`config.mk`:
```
export PLATFORM = sky130hd
export DESIGN_NAME = bus_copy_engine
export DESIGN_NICKNAME = d
export VERILOG_FILES = /design/src/rtl/bus_copy_engine.sv
export SDC_FILE = /design/constraint.sdc
export NUM_CORES = 1
export LEC_CHECK = 0
export ABC_AREA = 1
export CORE_UTILIZATION = 57
export DETAILED_ROUTE_END_ITERATION = 8
export PLACE_DENSITY = 0.87
export SLEW_MARGIN = 20
export SYNTH_ARGS = -nofsm -noshare
export SYNTH_HDL_FRONTEND = slang
export SYNTH_SLANG_ARGS = --single-unit
```
`constraint.sdc`:
```
create_clock -name clk -period 4.7 [get_ports clk]
set_input_delay 0.94 -clock clk [delete_from_list [all_inputs] [get_ports clk]]
set_output_delay 0.94 -clock clk [all_outputs]
set_load 0.005 [all_outputs]
```
`src/rtl/bus_copy_engine.sv`:
```
// bus_copy_engine: femto-bus initiator that copies a byte range from src to dst, one read/write pair per beat
`ifndef BUS_WIDTH
`define BUS_WIDTH 32
`endif
`ifndef BUS_ACC_WIDTH
`define BUS_ACC_WIDTH 2
`endif
`ifndef BUS_ACC_1B
`define BUS_ACC_1B 2'd0
`endif
`ifndef BUS_ACC_2B
`define BUS_ACC_2B 2'd1
`endif
`ifndef BUS_ACC_4B
`define BUS_ACC_4B 2'd2
`endif

module bus_copy_engine #(
  parameter int AW      = 32,
  parameter int LEN_W   = 16,
  parameter int TIMEOUT = 255
) (
  input  logic                      clk,
  input  logic                      rstn,
  input  logic                      start,
  input  logic [AW-1:0]             src,
  input  logic [AW-1:0]             dst,
  input  logic [LEN_W-1:0]          len,
  output logic                      busy,
  output logic                      done,
  output logic                      err,
  output logic [AW-1:0]             err_addr,
  output logic [AW-1:0]             bus_addr,
  output logic                      bus_w_rb,
  output logic [`BUS_ACC_WIDTH-1:0] bus_acc,
  output logic [`BUS_WIDTH-1:0]     bus_wdata,
  output logic                      bus_req,
  input  logic [`BUS_WIDTH-1:0]     bus_rdata,
  input  logic                      bus_resp,
  input  logic                      bus_fault
);
  localparam int CW = $clog2(TIMEOUT + 1);

  typedef enum logic [2:0] {IDLE, RD_REQ, RD_WAIT, WR_REQ, WR_WAIT} state_t;

  state_t                    state_q;
  logic [AW-1:0]             src_q, dst_q, src_d, dst_d;
  logic [LEN_W-1:0]          rem_q, rem_d;
  logic [CW-1:0]             cnt_q;
  logic [2:0]                n;
  logic [`BUS_WIDTH-1:0]     rmask;
  logic                      tmo;

  // widest access allowed by the combined alignment of both pointers and the bytes left
  function automatic logic [`BUS_ACC_WIDTH-1:0] pick(input logic [1:0] a, input logic [LEN_W-1:0] r);
    return (a == 2'b00 && r >= LEN_W'(4)) ? `BUS_ACC_4B :
           (!a[0] && r >= LEN_W'(2))      ? `BUS_ACC_2B : `BUS_ACC_1B;
  endfunction

  // beat size, read-data mask and post-beat pointers derived from the held access size
  always_comb begin
    n     = bus_acc == `BUS_ACC_4B ? 3'd4 : bus_acc == `BUS_ACC_2B ? 3'd2 : 3'd1;
    rmask = bus_acc == `BUS_ACC_4B ? '1 : bus_acc == `BUS_ACC_2B ? `BUS_WIDTH'(16'hFFFF) : `BUS_WIDTH'(8'hFF);
    src_d = src_q + AW'(n);
    dst_d = dst_q + AW'(n);
    rem_d = rem_q - LEN_W'(n);
    tmo   = cnt_q >= CW'(TIMEOUT - 1);
  end

  // copy sequencer; bus_wdata doubles as the read-data holding register
  always_ff @(posedge clk) begin
    if (!rstn) begin
      state_q   <= IDLE;
      busy      <= 1'b0;
      done      <= 1'b0;
      err       <= 1'b0;
      err_addr  <= '0;
      bus_addr  <= '0;
      bus_w_rb  <= 1'b0;
      bus_acc   <= `BUS_ACC_1B;
      bus_wdata <= '0;
      bus_req   <= 1'b0;
      src_q     <= '0;
      dst_q     <= '0;
      rem_q     <= '0;
      cnt_q     <= '0;
    end else begin
      done <= 1'b0;
      case (state_q)
        IDLE: if (start) begin
          err <= 1'b0;
          if (len == '0) done <= 1'b1;
          else begin
            src_q    <= src;
            dst_q    <= dst;
            rem_q    <= len;
            busy     <= 1'b1;
            bus_req  <= 1'b1;
            bus_w_rb <= 1'b0;
            bus_addr <= src;
            bus_acc  <= pick(src[1:0] | dst[1:0], len);
            state_q  <= RD_REQ;
          end
        end
        RD_REQ, WR_REQ: begin
          bus_req <= 1'b0;
          cnt_q   <= CW'(1);
          if (bus_fault) begin
            err      <= 1'b1;
            busy     <= 1'b0;
            err_addr <= bus_addr;
            state_q  <= IDLE;
          end else state_q <= state_q == RD_REQ ? RD_WAIT : WR_WAIT;
        end
        RD_WAIT, WR_WAIT: begin
          if (bus_resp && state_q == RD_WAIT) begin
            bus_wdata <= bus_rdata & rmask;
            bus_req   <= 1'b1;
            bus_w_rb  <= 1'b1;
            bus_addr  <= dst_q;
            state_q   <= WR_REQ;
          end else if (bus_resp) begin
            src_q <= src_d;
            dst_q <= dst_d;
            rem_q <= rem_d;
            if (rem_d == '0) begin
              done    <= 1'b1;
              busy    <= 1'b0;
              state_q <= IDLE;
            end else begin
              bus_req  <= 1'b1;
              bus_w_rb <= 1'b0;
              bus_addr <= src_d;
              bus_acc  <= pick(src_d[1:0] | dst_d[1:0], rem_d);
              state_q  <= RD_REQ;
            end
          end else if (tmo) begin
            err      <= 1'b1;
            busy     <= 1'b0;
            err_addr <= bus_addr;
            state_q  <= IDLE;
          end else cnt_q <= cnt_q + CW'(1);
        end
        default: state_q <= IDLE;
      endcase
    end
  end
endmodule

```
======== Word-level counts from Yosys, hierarchy flattened ========
Cells that the tools add are included.
cells by class
  add/subtract/negate cells ............... 4
  order comparisons ....................... 5
  eq/ne operators ......................... 20
  multiplexer cells ....................... 81
  bitwise logic cells ..................... 3
  reductions and logical operators ........ 27
operator list
  cell                                                  number
  2-to-1 mux 32 bit                                     16
  case mux 32 bit (2 select lines)                      4
  2-to-1 mux 16 bit                                     5
  adder 32 x 3 -> 32 bit                                2
  bitwise AND 32 bit                                    1
  >= comparator 16 x 2 -> 1 bit, second input constant  2
  >= comparator 16 x 3 -> 1 bit, second input constant  2
  zero test 16 bit                                      2
  case mux 16 bit (2 select lines)                      1
  2-to-1 mux 1 bit                                      28
  2-to-1 mux 3 bit                                      8
  2-to-1 mux 8 bit                                      3
  AND reduction 5 bit                                   4
  inequality test 2 bit, second input constant          9
  2-to-1 mux 2 bit                                      8
  case mux 8 bit (2 select lines)                       1
  subtractor 16 x 3 -> 16 bit                           1
  inequality test 3 bit, second input constant          4
  AND reduction 6 bit                                   2
  case mux 1 bit (3 select lines)                       3
  case mux 3 bit (3 select lines)                       1
  adder 8 x 1 -> 8 bit, second input constant           1
  >= comparator 8 bit, second input constant            1
  AND reduction 7 bit                                   1
  other kinds (19)                                      30
word-level totals
  register bits after elaboration ......... 194
  word-level logic and storage cells ...... 154

======== Logic depth before layout (Yosys ltp) ========
Gate-level depths: netlist (run 1).
  word-level depth ........................ 13
  mapped depth ............................ 23
  mapped depth without buffers ............ 20

======== Worst setup path before layout (run 1) ========
Ideal clock, no wire load.
  kind .................................... register -> register
  start point ............................. reg bus_acc[0]
  end point ............................... reg bus_addr[10]
  library setup time ...................... 0.115 ns
  arrival time ............................ 2.980 ns
  data required time ...................... 4.585 ns
  setup slack ............................. 1.605 ns
  cell stages (with the launch flop) ...... 23
  buffers on the path ..................... 4
  period minus slack after synthesis ...... 3.095 ns
  path through ............................ dfxtp_1 inv_1 ha_1 clkbuf_1 clkbuf_1 inv_1 ha_1 nand2_1 nand2_1 nor2_4 nand3_1 nand2_1 nand2_1 nor2_1 nand2_1 nor2_4 nand2_1 nand2_1 nand2_1 buf_6 buf_4 a21oi_1 nor2_1
between the ends
  cells in the longest elaborated chain, start to end .. 8
RTL lines
  element                                 line  text
  from (decl)                             35    output logic [`BUS_ACC_WIDTH-1:0] bus_acc,
  from (signal assigned)                  80    bus_acc <= `BUS_ACC_1B;
  from (signal assigned)                  101   bus_acc <= pick(src[1:0] | dst[1:0], len);
  from (signal assigned)                  134   bus_acc <= pick(src_d[1:0] | dst_d[1:0], rem_d);
  equality test 2 x 1 -> 1 bit (no line)  --
  2-to-1 mux 2 bit                        62    n = bus_acc == `BUS_ACC_4B ? 3'd4 : bus_acc == `BUS_ACC_2B ? 3'd2 : 3'd1;
  2-to-1 mux 3 bit *                      62
  adder 32 x 3 -> 32 bit                  64    src_d = src_q + AW'(n);
  2-to-1 mux 32 bit                       126   if (rem_d == '0) begin
  2-to-1 mux 32 bit                       122   end else if (bus_resp) begin
  2-to-1 mux 32 bit                       116   if (bus_resp && state_q == RD_WAIT) begin
  case mux 32 bit (2 select lines)        89    case (state_q)
  to (signal assigned)                    100   bus_addr <= src;
  to (signal assigned)                    120   bus_addr <= dst_q;
  to (signal assigned)                    133   bus_addr <= src_d;
  to (decl)                               33    output logic [AW-1:0] bus_addr,
Every way passes the cells marked *; elsewhere a longest branch is shown, timed or not. The select of a mux whose other input is x is not followed.
A chain may end at the register's enable or synchronous reset.

======== Worst setup path after layout (run 1) ========
  start point ............................. reg bus_acc[0]
  end point ............................... reg bus_addr[31]
The elaborated chain is that of the path after synthesis.

==> results of run 1 <==
==> placed cells by master (no fill, tap or decap), types with 7 or more instances in the layout <==
master           count
nor2_4               7
a21oi_1            147
inv_1              180
xor2_1              15
o211ai_1            15
nand3_1            135
dfxtp_1            194
a211oi_1             8
nand4_1             30
o21ai_0            132
a31oi_1             40
nor3_1              43
ha_1                13
clkdlybuf4s50_1    218
nor2_1             231
clkbuf_16           17
nand2_1            390
buf_4               16
o31ai_1             11
or2_2               13
==> power groups by stage <==
stage          Combinational, mW  Sequential (mW)  Clock (mW)
6_report                    1.95             2.15        1.44
5_1_grt                     2.17             2.19        1.51
4_1_cts                     1.92             2.15        1.45
3_5_place_dp                1.91             2.18           0
3_3_place_gp                1.87             2.18           0
2_1_floorplan               1.24             2.13           0
==> kinds of logic after synthesis <==
kind of cell / share of synthesized area (%)
xor+xnor: 1.191
compound gates: 17.97
simple gates: 33.70
fa+ha+maj: 2.018
buf+inv: 9.932
flops: 35.19
==> through the flow <==
step	hold slack, ps	area [sq um]	util [%]	total power [mW]
final	460.2	13880	73.71	5.539
after global routing	484.0	13880	73.71	5.869
after CTS	465.5	13880	73.71	5.515
after detailed placement	453.9	13310	70.66	4.090
after global placement	435.7	13310	70.66	4.048
after floorplan	423.8	11040	-	3.368
==> per-layer routing <==
layer  track usage (%)  routed length (um)  part of all wire (%)
met1             47.44               14650                    43
met2             54.14               15290                    45
met3             5.503                3350                   9.8
met4             12.59                 926                   2.7
met5                 0                   0                     0
==> critical path: stages, from the launching register on <==
cell,delay (ps)
dfxtp_1,370
inv_1,80
ha_1,380
ha_1,270
fa_1,420
nor2_2,260
nand3_1,180
nand3_1,120
nand2_1,70
nor2_1,110
nand2_1,100
nor2_4,190
nand2_1,70
nand2_1,60
nand2_1,110
buf_4,280
nand2_1,340
nand2_1,100
nand2_1,80
nor2_1,50
==> worst max path at each step <==
stage	cells after the start	slack [ps]	end
after floorplan	22	1610	bus_addr[10]$_SDFFE_PN0P_
after global placement	19	1080	bus_addr[25]$_SDFFE_PN0P_
after detailed placement	19	1040	bus_addr[31]$_SDFFE_PN0P_
after CTS	19	980	bus_addr[31]$_SDFFE_PN0P_
after global routing	19	670	bus_addr[25]$_SDFFE_PN0P_
final	19	950	bus_addr[31]$_SDFFE_PN0P_
==> sequential cells by signal (all words and copies together) (netlist names) <==
| register | count |
|---|---|
| bus_acc | 2 |
| bus_addr | 32 |
| bus_req | 1 |
| bus_w_rb | 1 |
| bus_wdata | 32 |
| busy | 1 |
| cnt_q | 8 |
| done | 1 |
| dst_q | 32 |
| err | 1 |
| err_addr | 32 |
| rem_q | 16 |
| src_q | 32 |
| state_q | 3 |
==> area by class of cell <==
type,count,area (sq um)
clock buffer,18,429.2
clock inverter,14,143.9
fill,1628,4951
inverter,187,701.9
multi-input combinational,1266,6068
sequential,194,3884
tap,260,325.3
timing repair buffer,236,2327
==> results.md, run 1 <==
* CP Class: reg -> reg
* Fin. max-slew vios at 0
* Reg2reg setup slack at 950 ps
* # rows at 50
* Drt wl/cell at 15.73 um
* Setup-failing EPs final at 0
* Hold endpoint: busy$_SDFFE_PN0P_
* Die Ht at 141.1 um
* Lkg Pwr at 5.713 nW
* Minimum clock period at 3754 ps
* Synth area leader: dfxtp_1
* Deepest level of the CTS H-tree at 4
* Ant diodes at 0
* Grt ovf at 0
* RD Place Congestion at 0.9841
* Vias in the first global route at 11043
* # hold bufs at CTS at 0
* Core area at 18830 sq um
* Area grow syn2layout at 25.77%
* Die width at 141.1 um
* Internal power at 3.406 mW
* Gate power share at 35.2%
* Share of layout cells above drive strength 1 at 4.543%
* Dominant register cell in the synthesized netlist: dfxtp_1
* First-pass GRT wire length at 54.71 mm
* Most area-consuming cells after synthesis: dfxtp_1, nand2_1, nor2_1, a21oi_1, inv_1
* Mapped cell area at 11040 sq um
* Required @ worst endpoint at 5040 ps
* Gates resized, CTS repair at 0
* Share of Yosys cell area claimed by the top area cell type at 35.19%
* Hold Startpoint: busy$_SDFFE_PN0P_
* DRT antenna net count at 0
* Netlist cell types at 40
* DP HPWL at 24.70 mm
* Layout Skew at 15.12 ps
* Most instantiated library cell after synthesis: nand2_1
* Post-Route WL at 34.21 mm
* Type of origin of the critical path: flop
* Hold path depth at 2
* Final period util at 79.88%
* Worst-path fanout max at 37
* Relative slew slack at 29.94%
* Sequential power share at 38.9%
* Die ar. at 19920 sq um
* Max rail drop VDD at 318.9 uV
* Via count at 12328
* Worst R2R End: bus_addr[31]$_SDFFE_PN0P_
* Least-Margin Pin Slew at 1051 ps
* Worst hold path type: reg -> reg
* Synth warnings at 0
* TritonCTS clock tree: done
* Max-Cap Viols at 0
* Worst Path Arrival at 4090 ps
* Via count normalized by instance count at 5.668
* Crit. End Element: flop
* Place WS at 1041 ps
* Worst setup margin at 945.8 ps
* R2R depth at 19
* Clock sink count at 194
* Nets at 2035
* Commonest cells in the synthesized netlist: nand2_1, nor2_1, dfxtp_1
* F_max at 266.4 MHz
* Synth Register Bits at 194
* Final std cells w/o fill at 2175
* Ys async rst share at 0%
* Syn_nets at 1873
* Post-Syn Instances at 1740
* Clk buf depth at 2
* Setup repair after global routing missed its margin: false
* Setup Fix Bufs, Post-CTS at 0
* Setup crit start: bus_acc[0]$_SDFFE_PN0P_
* CTS Buf Count at 17
* Run status: complete, no violations
* Clk_lat worst skew at 450 ps
* Sw Share at 38.52%
* Port buffer count at 219
* Pwr dens at 399.1 nW/um^2
* All-Layer GR Usage at 34.40%
* DRC Markers at 0
* Count of flip-flops with a built-in enable after synthesis at 0
* Initial antenna violation count at 0
* Net switching power at 2.134 mW
* TNS Setup at 0 ps
* Starting DRT DRC Count at 1446
* Starting Density at 58.60%
* Seq/Total Area, Yosys at 35.19%
* CTS root buffer: clkbuf_16
* Proportion of power drawn by the clock network at 25.9%
* Worst r2r src: bus_acc[0]$_SDFFE_PN0P_
* Drt pass-1 iters at 6
* Largest net degree at the start of global routing at 113
* Placed cell count at 2143
* CTS clock-pin slew for the worst setup and hold paths at 80 ps
* Final Hold Violating Endpoints at 0
* IO Pins at 220
* Syn avg cell area at 6.342 sq um
(Power assumes the default switching activity.)
==> run 2, diff against run 1 <==
--- a/config.mk
+++ b/config.mk
@@ -6,9 +6,9 @@
 export NUM_CORES = 1
 export LEC_CHECK = 0
 export ABC_AREA = 1
-export CORE_UTILIZATION = 57
+export CORE_UTILIZATION = 47
 export DETAILED_ROUTE_END_ITERATION = 8
-export PLACE_DENSITY = 0.87
+export PLACE_DENSITY = 0.77
 export SLEW_MARGIN = 20
 export SYNTH_ARGS = -nofsm -noshare
 export SYNTH_HDL_FRONTEND = slang
==> constraint.sdc (replaced) <==
create_clock -name clk -period 3.25 [get_ports clk]
set_input_delay 0.65 -clock clk [delete_from_list [all_inputs] [get_ports clk]]
set_output_delay 0.65 -clock clk [all_outputs]
set_load 0.005 [all_outputs]
==> run 2 against run 1 <==
Effect of this change:
- sequential share of layout area decreased by 0.58 points
- flip-flop and latch count unchanged
- first-iteration DRC count decreased by 4.7%
- critical path type unchanged
- critical endpoint is now bus_addr[29]$_SDFFE_PN0P_
==> results.md, run 2 (synthesized netlist as in run 1, its figures left out) <==
* Run status: complete, no violations
* Place WS at 165.9 ps
* Setup Fix Bufs, Post-CTS at 0
* Lkg Pwr at 5.807 nW
* F_max at 325.8 MHz
* Worst hold slack at 453.3 ps
* Drt pass-1 iters at 6
* Via count normalized by instance count at 5.513
* All-Layer GR Usage at 30.48%
* Commonest cells after routing, fill and taps aside: nand2_1, nor2_1, clkdlybuf4s50_1
* Largest net degree at the start of global routing at 116
* Total power at 8.161 mW
* Reg2reg setup slack at 180 ps
* Clock sink count at 194
* FF+latch area at 3884 sq um
* Commonest non-fill, non-tap cell in the layout: nand2_1
* Final period util at 94.44%
* Ant diodes at 0
* CP Class: reg -> reg
* Minimum clock period at 3069 ps
* Setup repair after global routing missed its margin: false
* Type of origin of the critical path: flop
* Finished Core Util at 62.03%
* Relative slew slack at 62.26%
* Worst R2R End: bus_addr[29]$_SDFFE_PN0P_
* CTS clock-pin slew for the worst setup and hold paths at 80 ps
* Grt ovf at 0
* Drt wl/cell at 16.46 um
* Initial antenna violation count at 0
* First-pass GRT wire length at 58.51 mm
* Vias in the first global route at 11038
* RD Place Congestion at 0.9702
* DP HPWL at 26.41 mm
* Gates resized, CTS repair at 0
* Layout Skew at 10.53 ps
* Fill cells at 2222
* Worst-path fanout max at 5
* Core area at 22850 sq um
* Deepest level of the CTS H-tree at 4
* Starting Density at 48.30%
* Port buffer count at 219
* Area grow syn2layout at 28.41%
* DRC Markers at 0
* Hold Startpoint: cnt_q[6]$_SDFFE_PN0P_
* Least-Margin Pin Slew at 566.2 ps
* Fin. max-slew vios at 0
* Setup-failing EPs final at 0
* Required @ worst endpoint at 3630 ps
* Die ar. at 24100 sq um
* R2R depth at 16
* Share of layout cells above drive strength 1 at 5.812%
* IO Pins at 220
* Final Hold Violating Endpoints at 0
* # hold bufs at CTS at 0
* Crit. End Element: flop
* CTS Buf Count at 17
* Via count at 12348
* Starting DRT DRC Count at 1378
* Setup crit start: bus_acc[1]$_SDFFE_PN0P_
* Worst setup margin at 180.6 ps
* DRT antenna net count at 0
* Clk buf depth at 2
* Nets at 2047
* Pwr dens at 575.9 nW/um^2
* CTS root buffer: clkbuf_16
* # rows at 55
* Max-Cap Viols at 0
* Worst setup path endpoint: bus_addr[29]$_SDFFE_PN0P_
* Worst Path Arrival at 3450 ps
* TNS Setup at 0 ps
* Clk_lat worst skew at 450 ps
* Die width at 155.2 um
* Post-Route WL at 36.88 mm
* Worst hold path type: reg -> reg
* Multi-input gate area at 6123 sq um
* Max rail drop VDD at 328.9 uV
* Worst r2r src: bus_acc[1]$_SDFFE_PN0P_
* TritonCTS clock tree: done
* Die Ht at 155.2 um
==> run 2: cell count changes in the layout (fill, tap and decap cells not counted), moves of 2 or more <==
cell        previous run  this run
buf_12                 1         6
buf_4                 16        21
a21oi_1              147       145
a21oi_2                0         2
a31oi_1               40        38
a31oi_2                0         2
clkinv_8               3         1
clkinvlp_4             1         3
ha_1                  13        11
ha_2                   0         2
inv_8                  3         5
nand2_1              390       388
nor2_1               231       229
==> run 2: where the power goes <==
group / total [mW] / internal, mW / switching, mW
registers: 3.13 / 2.76 / 0.367
clock network: 2.10 / 1.02 / 1.08
logic: 2.93 / 1.19 / 1.73
total: 8.16 / 4.98 / 3.18
==> run 2: cell type report <==
cell class,count,share of cell area (%)
multi-input cells,1266,43.21
clock inverters,15,1.015
flip-flops and latches,194,27.41
inverters,187,4.953
well taps,313,2.764
clock buffers,17,3.002
repair buffers,248,17.65
==> run 2: metrics by stage <==
stage	area [sq um]	instances
finish	14170	2240
global route	14170	2240
CTS	14080	2238
detailed placement	13510	2206
global placement	13510	2206
floorplan	11040	1740
==> run 2: worst min path at each step <==
stage	slack [ps]	cells after the start	to
6_report	450	2	cnt_q[6]$_SDFFE_PN0P_
5_1_grt	480	2	bus_wdata[12]$_SDFFE_PN0P_
4_1_cts	460	2	cnt_q[6]$_SDFFE_PN0P_
3_5_place_dp	450	2	cnt_q[6]$_SDFFE_PN0P_
3_3_place_gp	440	2	cnt_q[6]$_SDFFE_PN0P_
2_1_floorplan	420	2	cnt_q[6]$_SDFFE_PN0P_
==> run 2: layer usage <==
layer,track usage [%],vias up,wire length (um)
li1,-,6078,-
met1,43.89,5615,16630
met2,46.14,600,16170
met3,4.903,55,3265
met4,10.22,0,812
met5,0,-,0
==> run 2: critical path, stage by stage, from the launching register on <==
cell and delay (ps):
dfxtp_1 420, inv_1 90, ha_1 290, ha_1 310, nand2_1 50, nand2_1 60, o21ai_0 160, buf_4 200
inv_1 60, nand2_1 160, nor2_1 320, nand3_1 150, nand3_1 100, o21ai_0 70, o21ai_0 370, nor2_1 80
nor2_1 100
==> variant 1 (settings of run 1) <==
Reset style: asynchronous (`rstn`), changed in one clocked block.
--- a/src/rtl/bus_copy_engine.sv
+++ b/src/rtl/bus_copy_engine.sv
@@ -68,7 +68,7 @@
   end
 
   // copy sequencer; bus_wdata doubles as the read-data holding register
-  always_ff @(posedge clk) begin
+  always_ff @(posedge clk or negedge rstn) begin
     if (!rstn) begin
       state_q   <= IDLE;
       busy      <= 1'b0;
Function: differs if rstn is asserted again (counterexample within 4 cycles, from zero or initial values and one cycle with rstn low); with rstn held inactive, the same outputs for 4 cycles.
==> variant 1 against run 1 <==
Routed wire length is 0.44% higher. Cell area rose by 3.7%. Setup slack got worse by 0.31 ns. Fmax shrank 7.7%. Die area increased by 4.0%. Area after synthesis increased by 4.1%. Sequential cell count did not move. Via count fell by 5.1%. Critical endpoint is now dst_q[25]. Largest cell class unchanged.
Power is not compared: it rests on default switching activity, and its combinational part moved more than twofold at a synthesized area within 25%.
==> variant 1: results (changes against run 1) <==
[grt]
antenna_found_initial=2  ; +2
grt_pass1_vias=10800  ; -2.3%
grt_usage_pct=33.7  ; -0.71 points
grt_first_pass_wirelength_um=54100  ; -1.2%
grt_max_degree=95  ; -16%

[critical_path]
reg2reg_slack_ns=0.89  ; -0.06 ns
cp_max_fo=68  ; +84%
ff2ff_path_depth=17  ; -2
crit_family=buffers and inverters
crit_slowest_cell=clkinv_2
worstPathArrival_ns=4.38  ; +0.29 ns
r2r_start=bus_acc[0]
max_stage_delay_ns=0.69  ; +0.27 ns
reg2reg_to=bus_addr[11]

[synthesis]
synthAdderAreaFrac_pct=1.94  ; -0.079 points
synth.mux.area_fraction_pct=3.14  ; +3.1 points
synth.area.top_cells=dfrtp_1 42%, nand2_1 16%, nand3_1 5.9%
synth_compound_area_share_pct=11.3  ; -6.7 points
ys_async_sr_fraction_pct=100  ; +100 points
synthTopCellsByCount=493 x nand2_1, 194 x dfrtp_1, 151 x nor2_1
yosysSeqAreaShare_pct=42.3  ; +7.1 points
syn-num-nets=1712  ; -8.6%
synth-xor-area-share_pct=1.91  ; +0.72 points
synthCells=1579  ; -9.3%
ys.flop_type=dfrtp_1
ys_warn_count=0  ; unchanged
yosysMostFrequentCell=nand2_1
synth_cell_types=47  ; +18%

[run_status]
outcome=finished, final reports clean

[pwr]
power.internal_mw=5.35
comb_power_share_pct=52.9
peakVddDrop_uv=586
p_leak_nw=6.65

[clock_network]
cts_resized=0  ; unchanged
cts_setup_buffers=0  ; unchanged
h-tree-depth=4  ; unchanged
path_clk_slew_ns=0.08  ; about the same
root_buffer=clkbuf_16
cts_buffer_depth=2  ; unchanged
insertion_delay_ns=0.44

[timing]
maxSlewHeadroom_pct=33.3  ; +3.3 points
fin_skew_ns=0.0172  ; +0.00207 ns
hold_viol=0  ; unchanged
holdWs_ns=0.478  ; +0.0178 ns

[placement]
placed_area_um2=13800  ; +3.6%
post-dp-hpwl_um=25000  ; +1.2%
routabilityCongestion=1.03  ; +4.9%
dp_slack_ns=0.309  ; -0.732 ns
io_buffers=219  ; unchanged

[routing]
via_count=11700  ; -5.1%
drt-wirelength-per-cell_um=16.9  ; +7.2%
drt-initial-drc-count=1260  ; -13%
first_pass_iters=6  ; unchanged

[layout]
layout.nets=1892  ; -7.0%
fin_cells=2038  ; -6.3%
final_layout_size_suffix_gt1_share_pct=5.98  ; +1.4 points

[min_path]
whs_endpoint=busy
min_path_type=reg2reg
hold_start=busy

[floorplanning]
die_w_um=144  ; +2.0%

variant 1: routing by layer:
| layer | global-route usage [%] | vias to the layer above | share of wire, % |
|---|---|---|---|
| met2 | 52.3 | 615 | 46 |
| met1 | 46.5 | 5480 | 42 |
| met5 | 0 | - | 0.038 |
| met4 | 11.3 | 2 | 2.3 |
| met3 | 7.36 | 68 | 9.2 |
| li1 | - | 5535 | - |
variant 1: worst max path at each step:
stage              endpoint  slack, ns  startpoint
3_3_place_gp      src_q[23]       0.47      len[3]
2_1_floorplan  bus_addr[29]       1.63  bus_acc[0]
6_report          dst_q[25]       0.63      len[3]
3_5_place_dp      src_q[12]       0.31      len[3]
4_1_cts           src_q[12]       0.75      len[3]
5_1_grt           src_q[26]       0.47      len[3]
variant 1: final cells by class:
class / count / area [µm²]
multi-input combinational: 1185 / 5820
sequential: 194 / 4850
fill: 1567 / 5190
clock buffer: 18 / 439
antenna: 1 / 2.50
timing repair buffer: 230 / 2290
clock inverter: 14 / 161
inverter: 131 / 493
tap: 265 / 332
==> variant 2 (flow settings as in run 1) <==
Made on the original files. `TIMEOUT`: 255 -> 510.
--- a/src/rtl/bus_copy_engine.sv
+++ b/src/rtl/bus_copy_engine.sv
@@ -18,7 +18,7 @@
 module bus_copy_engine #(
   parameter int AW      = 32,
   parameter int LEN_W   = 16,
-  parameter int TIMEOUT = 255
+  parameter int TIMEOUT = 510
 ) (
   input  logic                      clk,
   input  logic                      rstn,
Function: same outputs for any inputs over 4 cycles, from zero or initial values and one cycle with rstn low; that may be too few to reach the edited logic, so the function may still have changed.
==> variant 2 against run 1 <==
Sequential share of layout area shrank 0.37 points. Total power grew 2.3%. Area after synthesis grew 2.2%. Cell area grew 1.8%. Die area grew 2.2%. Count of clock-buffer cells in the layout shrank 1. Setup slack gained 0.028 ns. Routed wire length grew 6.4%. Sequential cell count grew 1. Largest cell class unchanged. Critical path type unchanged. Via count grew 2.6%. Largest power group unchanged.
==> variant 2: results (changes against run 1) <==
[routing]
wl_um=36400  ; +6.4%
via_count=12600  ; +2.6%
drt-initial-drc-count=1215  ; -16%
drt-wirelength-per-cell_um=16.4  ; +4.2%

[critical_path]
worstPathArrival_ns=4.07  ; -0.02 ns
cp_max_fo=59  ; +59%
max_stage_delay_ns=0.71  ; +0.29 ns
crit_slowest_cell=ha_1

[layout]
layout.nets=2075  ; +2.0%
num-fill-cells=1680  ; +3.2%
final_layout_size_suffix_gt1_share_pct=5.37  ; +0.83 points

[grt]
grt_first_pass_wirelength_um=57100  ; +4.4%
grt_max_degree=121  ; +7.1%
grt_usage_pct=35.8  ; +1.4 points
grt_pass1_vias=11200  ; +1.4%

[synthesis]
yosysSeqAreaShare_pct=34.6  ; -0.58 points
synthTopCellsByCount=404 x nand2_1, 235 x nor2_1, 195 x dfxtp_1
synth.area.top_cells=dfxtp_1 35%, nand2_1 13%, nor2_1 7.8%
synth.avg_cell_area_um2=6.31  ; -0.43%
syn-num-nets=1919  ; +2.5%
synth_cell_types=46  ; +15%

[timing]
tightest_slew_ns=1.01  ; -0.0391 ns
fin_skew_ns=0.0131  ; -0.00202 ns

[run_status]
outcome=finished, final reports clean

[placement]
routabilityCongestion=0.973  ; -1.2%
dp_cells=2188  ; +2.1%
post-dp-hpwl_um=26600  ; +7.8%

[clock_network]
insertion_delay_ns=0.45  ; about the same
cts_buffer_depth=2  ; unchanged

[pwr]
peakVddDrop_uv=287  ; -10%

[min_path]
hold_start=bus_wdata[18]

-- variant 2: cell types whose count changed in the layout (fill, tap and decap cells not counted), sizes merged, moves of 7 or more --
cell    delta
nor3       -7
inv       +10
nand2     +17
a211oi     -8
o21ai     +17
nand3      +7
-- variant 2: layer usage --
metal	track usage (%)	vias to the layer above	part of all wire [%]
met5	0	-	0
li1	-	6176	-
met1	49.2	5734	42
met3	6.54	61	9.9
met4	10.8	0	2.2
met2	57.2	673	46
-- variant 2: tightest hold or removal path, cell delays in order (launching register included) --
cell and delay (ns):
dfxtp_1 0.31, nand2_1 0.06, a21oi_1 0.06
-- variant 2: final timing paths --
path / end / slack, ns / cells after the start
worst max-delay path: bus_addr[31] / 0.97 / 19
worst min-delay path: bus_wdata[18] / 0.47 / 2
worst max register to register: bus_addr[31] / 0.97 / 19
worst min register to register: bus_wdata[18] / 0.47 / 2
-- variant 2: area by class of cell --
class	instances	area, µm²	area share, %
clock inverters	15	189	1.34
multi-input cells	1305	6280	44.4
repair buffers	230	2290	16.2
well taps	265	332	2.35
inverters	193	724	5.12
clock buffers	17	425	3.01
flip-flops and latches	195	3900	27.6
-- variant 2: per-stage QoR --
stage / util [%] / total power, mW / setup WS, ns / cell area (µm²) / hold slack, ns
2_1_floorplan: - / 3.39 / 1.67 / 11300 / 0.435
3_3_place_gp: 69.7 / 4.07 / 1.11 / 13500 / 0.447
3_5_place_dp: 69.7 / 4.12 / 0.988 / 13500 / 0.455
4_1_cts: 72.9 / 5.64 / 0.979 / 14100 / 0.468
5_1_grt: 72.9 / 6.00 / 0.667 / 14100 / 0.490
6_report: 72.9 / 5.67 / 0.974 / 14100 / 0.469
-- variant 2: power breakdown --
part | total, mW | switching, mW | leakage, nW | internal, mW
combinational | 1.96 | 1.19 | 3.93 | 0.770
clock | 1.54 | 0.800 | 0.300 | 0.738
sequential | 2.16 | 0.256 | 1.60 | 1.91
-- variant 2: logic make-up (layout without fill, tap and decap cells) --
| group | Yosys count | in the layout | share of synthesized area (%) |
|---|---|---|---|
| and+or+nand+nor | 894 | 894 | 33.8 |
| AOI/OAI and AO/OA | 382 | 382 | 18.7 |
| buffers and inverters | 286 | 455 | 9.91 |
| DFF | 195 | 195 | 34.6 |
| adders and majority gates | 16 | 16 | 1.97 |
| xor gates and xnor gates | 13 | 13 | 1.01 |
